<file path="config.mk">
export PLATFORM = sky130hd
export DESIGN_NAME = im_ahb_slave
export DESIGN_NICKNAME = d
export VERILOG_FILES = /design/src/rtl/im_ahb_slave.sv
export SDC_FILE = /design/constraint.sdc
export NUM_CORES = 1
export LEC_CHECK = 0
export ABC_CLOCK_PERIOD_IN_PS = 3200
export CAP_MARGIN = 20
export CORE_MARGIN = 1
export CORE_UTILIZATION = 45
export CTS_CLUSTER_DIAMETER = 100
export DETAILED_ROUTE_END_ITERATION = 12
export GPL_TIMING_DRIVEN = 1
export PLACE_DENSITY = 0.87
export SLEW_MARGIN = 20
export SYNTH_ARGS = -nofsm -noshare
export SYNTH_HDL_FRONTEND = slang
export SYNTH_SLANG_ARGS = --single-unit
</file>
<file path="constraint.sdc">
create_clock -name clk -period 3.2 [get_ports clk]
set_input_delay 0.96 -clock clk [delete_from_list [all_inputs] [get_ports clk]]
set_output_delay 0.96 -clock clk [all_outputs]
set_load 0.05 [all_outputs]
</file>
<file path="src/rtl/im_ahb_slave.sv">
// AHB-Lite slave that bridges byte/half/word transfers onto a synchronous single-port
// SRAM, with WAIT_STATES extra data-phase cycles and a two-cycle ERROR response.
`ifndef AHB_TRANS_BITS
`define AHB_TRANS_BITS 2
`endif
`ifndef AHB_SIZE_BITS
`define AHB_SIZE_BITS 3
`endif

module im_ahb_slave #(
  parameter int ADDR_BITS   = 14,
  parameter int WAIT_STATES = 1
) (
  input  logic                       clk,
  input  logic                       rst,
  input  logic                       HSel,
  input  logic [31:0]                HAddress,
  input  logic [`AHB_TRANS_BITS-1:0] HTrans,
  input  logic [`AHB_SIZE_BITS-1:0]  HSize,
  input  logic                       HWrite,
  input  logic [31:0]                HWrite_data,
  input  logic                       HReady_in,
  output logic [31:0]                HRead_data,
  output logic [1:0]                 HResp,
  output logic                       HReady_out,
  output logic                       SRAM_CS,
  output logic                       SRAM_OE,
  output logic [3:0]                 SRAM_WEB,
  output logic [ADDR_BITS-1:0]       SRAM_A,
  output logic [31:0]                SRAM_DI,
  input  logic [31:0]                SRAM_DO
);

  localparam logic [1:0] RESP_OKAY  = 2'd0;
  localparam logic [1:0] RESP_ERROR = 2'd1;
  localparam logic [2:0] CNT_INIT   = 3'(WAIT_STATES - 1);

  typedef enum logic [2:0] {ST_IDLE, ST_ACCESS, ST_DATA, ST_ERR1, ST_ERR2} state_t;

  state_t               r_state;
  logic [2:0]           r_cnt;
  logic [ADDR_BITS-1:0] r_addr;
  logic                 r_write;
  logic [3:0]           r_web;
  logic                 r_rd_first;
  logic [31:0]          r_rbuf;
  logic [31:0]          r_rdata;

  logic        w_sel_xfer;
  logic        w_ready_state;
  logic        w_accept;
  logic        w_err;
  logic        w_final;
  logic        w_to_final;
  logic [3:0]  w_web;
  logic [31:0] w_rd_word;

  assign w_sel_xfer    = HSel && HReady_in &&
                         ((HTrans == `AHB_TRANS_BITS'(2)) || (HTrans == `AHB_TRANS_BITS'(3)));
  assign w_final       = (r_state == ST_DATA) && (r_cnt == 3'd0);
  assign w_ready_state = (r_state == ST_IDLE) || (r_state == ST_ERR2) || w_final;
  assign w_accept      = w_sel_xfer && w_ready_state;
  assign w_to_final    = ((r_state == ST_ACCESS) && (CNT_INIT == 3'd0)) ||
                         ((r_state == ST_DATA) && (r_cnt == 3'd1));

  assign w_err = (HSize > `AHB_SIZE_BITS'(2)) ||
                 ((HSize == `AHB_SIZE_BITS'(1)) && HAddress[0]) ||
                 ((HSize == `AHB_SIZE_BITS'(2)) && (HAddress[1:0] != 2'b00)) ||
                 (|HAddress[31:ADDR_BITS+2]);

  always_comb begin
    // NOTE: default assigned first so every path writes w_web and no latch is inferred.
    w_web = 4'hF;
    case (HSize)
      `AHB_SIZE_BITS'(0): w_web[HAddress[1:0]] = 1'b0;
      `AHB_SIZE_BITS'(1): w_web = HAddress[1] ? 4'h3 : 4'hC;
      `AHB_SIZE_BITS'(2): w_web = 4'h0;
      default:            w_web = 4'hF;
    endcase
  end

  // The SRAM answers one cycle after the ACCESS strobe, so the first DATA cycle
  // takes the word straight from SRAM_DO and later cycles use the buffered copy.
  assign w_rd_word  = r_rd_first ? SRAM_DO : r_rbuf;
  assign HRead_data = (w_final && !r_write) ? w_rd_word : r_rdata;

  always_ff @(posedge clk) begin
    // NOTE: synchronous active-high reset; sequential state uses non-blocking assignments only.
    if (rst) begin
      r_state    <= ST_IDLE;
      r_cnt      <= 3'd0;
      r_addr     <= '0;
      r_write    <= 1'b0;
      r_web      <= 4'hF;
      r_rd_first <= 1'b0;
      r_rbuf     <= 32'd0;
      r_rdata    <= 32'd0;
      HReady_out <= 1'b1;
      HResp      <= RESP_OKAY;
      SRAM_CS    <= 1'b0;
      SRAM_OE    <= 1'b0;
      SRAM_WEB   <= 4'hF;
      SRAM_A     <= '0;
      SRAM_DI    <= 32'd0;
    end else begin
      SRAM_CS    <= 1'b0;
      SRAM_OE    <= 1'b0;
      SRAM_WEB   <= 4'hF;
      r_rd_first <= 1'b0;
      if (r_rd_first) r_rbuf <= SRAM_DO;
      if (w_final && !r_write) r_rdata <= w_rd_word;

      if (w_ready_state) begin
        if (w_accept) begin
          r_addr     <= HAddress[ADDR_BITS+1:2];
          r_write    <= HWrite;
          r_web      <= w_web;
          HReady_out <= 1'b0;
          if (w_err) begin
            r_state <= ST_ERR1;
            HResp   <= RESP_ERROR;
          end else begin
            r_state <= ST_ACCESS;
            HResp   <= RESP_OKAY;
            SRAM_CS <= !HWrite;
            SRAM_OE <= !HWrite;
            SRAM_A  <= HAddress[ADDR_BITS+1:2];
          end
        end else begin
          r_state    <= ST_IDLE;
          HReady_out <= 1'b1;
          HResp      <= RESP_OKAY;
        end
      end else begin
        case (r_state)
          ST_ACCESS: begin
            r_state    <= ST_DATA;
            r_cnt      <= CNT_INIT;
            r_rd_first <= !r_write;
          end
          ST_DATA: r_cnt <= r_cnt - 3'd1;
          ST_ERR1: begin
            r_state    <= ST_ERR2;
            HReady_out <= 1'b1;
          end
          default: r_state <= ST_IDLE;
        endcase
        // Write strobes are launched so they appear only in the final DATA cycle.
        if (w_to_final) begin
          HReady_out <= 1'b1;
          if (r_write) begin
            SRAM_CS  <= 1'b1;
            SRAM_WEB <= r_web;
            SRAM_A   <= r_addr;
            SRAM_DI  <= HWrite_data;
          end
        end
      end
    end
  end

endmodule

</file>
==> flow_summary.ini <==
[timing]
min_period_ps = 3160
finalCritPeriodShare_pct = 98.6
max-slew-margin-rel_pct = 42.2
rsz0062_at_grt = yes
report.final.slew_viol_count = 0
tightest_slew_ps = 867
fmaxAchievable_ghz = 0.317
setup_viol = 0
hold_slack_ps = 444
timing.final.hold_violations = 0
finClkSkew_ps = 7.03

[finish]
syn2layout_area_growth_pct = 56.7
drive_above_1_share_pct = 15.8
nFillCells = 837
finalNetCount = 894
antennaDiodeCount = 0

[clocking]
cts_tree = yes
clock_path_buffers = 2
clk_latency_ps = 430
cts.sinks = 144
cts-root-buf = clkbuf_16
cts_htree_levels = 4
cts_made_buffers = 17
clk_pin_slew_ps = 50
ctsHoldBuffers = 0

[synth]
ys_warn_count = 0
muxShareOfSynthArea_pct = 8.47
synth-async-reset-ratio_pct = 0
syn_area_sq_mm = 0.00544
syn_inst = 605
synth_top_family_by_area = simple AND/OR/NAND/NOR gates
synthAdderAreaFrac_pct = 0.690
synth.ff_latch_count = 144
synth_xor_area_share_pct = 0
synth_compound_area_share_pct = 13.1
synthFlopType = dfxtp_1
synth_edf_count = 0
yosysTopAreaCellShare_pct = 53.0
yosysUniqueCellTypes = 42
synth.avg_cell_area_sq_um = 8.99
yosysTopAreaCell = dfxtp_1
ys_seq_area_share_pct = 53.0
synth_most_common_cell = dfxtp_1
synth-simple-area-share_pct = 20.7
syn-num-nets = 714
synth_commonest_cells = dfxtp_1 (144), nand2_1 (98), a21oi_1 (89)
ys_top_cells_by_area = dfxtp_1 (53%), mux2i_1 (8.5%), a21oi_1 (8.2%), nand2_1 (6.8%), nor2_1 (6.1%)

[drt]
ant_nets = 0
vias_per_cell = 5.17
routed_wirelength_um = 14800
dr_total_vias = 4860
drtIter0Drc = 294
wl_per_cell_um = 15.7
drcViolationCount = 11
drtPass1Iterations = 8

[setup_path]
critPathKind = reg2out
worst_setup_path_end_kind = output port
rrSetupSlack_ps = 600
startpoint_type = flop
worst-path-max-fanout = 10
cp_data_required_time_ps = 2240
worst_ep_arrival_time_ps = 2200

[global_route]
track_usage_pct = 24.4
grt_pass1_wl_um = 24100
grt_pass1_vias = 5096
antenna_found_initial = 0
overflow = 0
grt_start_max_net_pins = 82

[pwr]
peakVddDrop_v = 0.000412
powerDensity_mw_per_mm2 = 516
power.total_mw = 4.39
leakage_nw = 3.08

[die]
die_area_sq_mm = 0.0125
start_util_pct = 46.8
die_h_um = 112
ioPinCount = 193
rows = 39
die_w_um = 112
core_sq_mm = 0.0116

[placed_design]
hpwl_um = 10100
gp_congestion = 0.861
portBuffers = 190

[flow_run]
cap_violations = 0

[worst_hold_path]
hold_class = reg2reg

[status]
violations = design-rule violations
status = finished, violations left
## cells in the final DEF (no fill, tap or decap), types with 2 or more instances in the layout
cell type / instances
clkdlybuf4s50_1: 157
dfxtp_1: 142
nand2_1: 98
nor2_1: 88
a21oi_1: 57
mux2i_1: 46
buf_12: 37
a21oi_2: 33
nor2b_1: 33
clkbuf_16: 17
buf_4: 10
a221oi_2: 9
nand2b_1: 7
a221oi_1: 5
clkbuf_1: 5
inv_1: 4
or3_1: 4
o22ai_1: 4
clkbuf_8: 4
nor3b_1: 2
nor4_1: 2
nor3_1: 2
o21a_1: 2
ha_1: 2
clkinv_2: 2
bufinv_16: 2
dfxtp_2: 2
## state kept, by name (all words and copies together), names as in the netlist, 3 cells and up
name	cells
r_rdata	32
r_addr	14
r_cnt	3
r_rbuf	32
r_web	4
r_state	3
SRAM_A	14
SRAM_WEB	4
SRAM_DI	32
## final cells by class
class | instances | area (sq um) | share of cell area [%]
flip-flops and latches | 144 | 2890 | 33.9
clock inverters | 5 | 77.6 | 0.911
repair buffers | 204 | 2390 | 28.0
clock buffers | 26 | 499 | 5.86
inverters | 4 | 15.0 | 0.176
well taps | 143 | 179 | 2.10
multi-input cells | 414 | 2470 | 29.1
## repair_timing
item	CTS	global route
resized for setup	1	10
gates cloned	0	0
setup endpoints to repair	28	21
setup buffers	2	0
pin swaps	1	1
## metrics by stage
stage | TNS [ps] | worst slack (ps) | utilization (%) | instances | area, sq um
final | 0 | 43.5 | 73.3 | 940 | 8520
after global routing | -152 | -59.7 | 73.3 | 940 | 8520
after CTS | -2.33 | -2.33 | 73.1 | 940 | 8480
after detailed placement | 0 | 178 | 67.9 | 907 | 7890
after global placement | 0 | 198 | 67.9 | 907 | 7890
after floorplan | -16.2 | -3.28 | - | 605 | 5530
## path summary, 6_finish.rpt
kind / start / end / cells after the start
hold reg to reg: r_web[1] / SRAM_WEB[1] / 1
hold / removal: r_web[1] / SRAM_WEB[1] / 1
setup / recovery: r_cnt[1] / HRead_data[16] / 8
setup reg to reg: r_cnt[1] / SRAM_A[9] / 9
## cells by family (layout without fill, tap and decap cells)
logic type / after synthesis / count (layout)
buffers and inverters: 47 / 239
AND/OR/NAND/NOR: 248 / 248
AO/OA/AOI/OAI: 116 / 116
flip-flops: 144 / 144
adder cells (fa/ha/maj): 3 / 3
other: 1 / 1
multiplexers: 46 / 46
## critical path, stage by stage, from the launching register on
cell and delay [ps]:
dfxtp_1 320, inv_1 70, ha_1 150, ha_2 190, and4b_4 330, buf_4 220
nor2_1 80, a21oi_2 230, buf_12 180
## power breakdown
part / switching (mW) / leakage, nW / internal (mW) / total, mW
Combinational: 0.313 / 1.63 / 0.313 / 0.627
Sequential: 0.0151 / 1.17 / 1.83 / 1.84
Clock: 0.699 / 0.280 / 1.22 / 1.92
Total: 1.03 / 3.08 / 3.37 / 4.39
## routing by layer
layer	part of all wire, %	global-route usage, %	vias to the layer above
met5	0	0	-
met4	3.6	12.9	0
met3	6.2	6.59	46
met2	51	43.1	158
met1	39	26.5	2264
li1	-	-	2392
No activity file was read; power rests on OpenSTA's default activity.
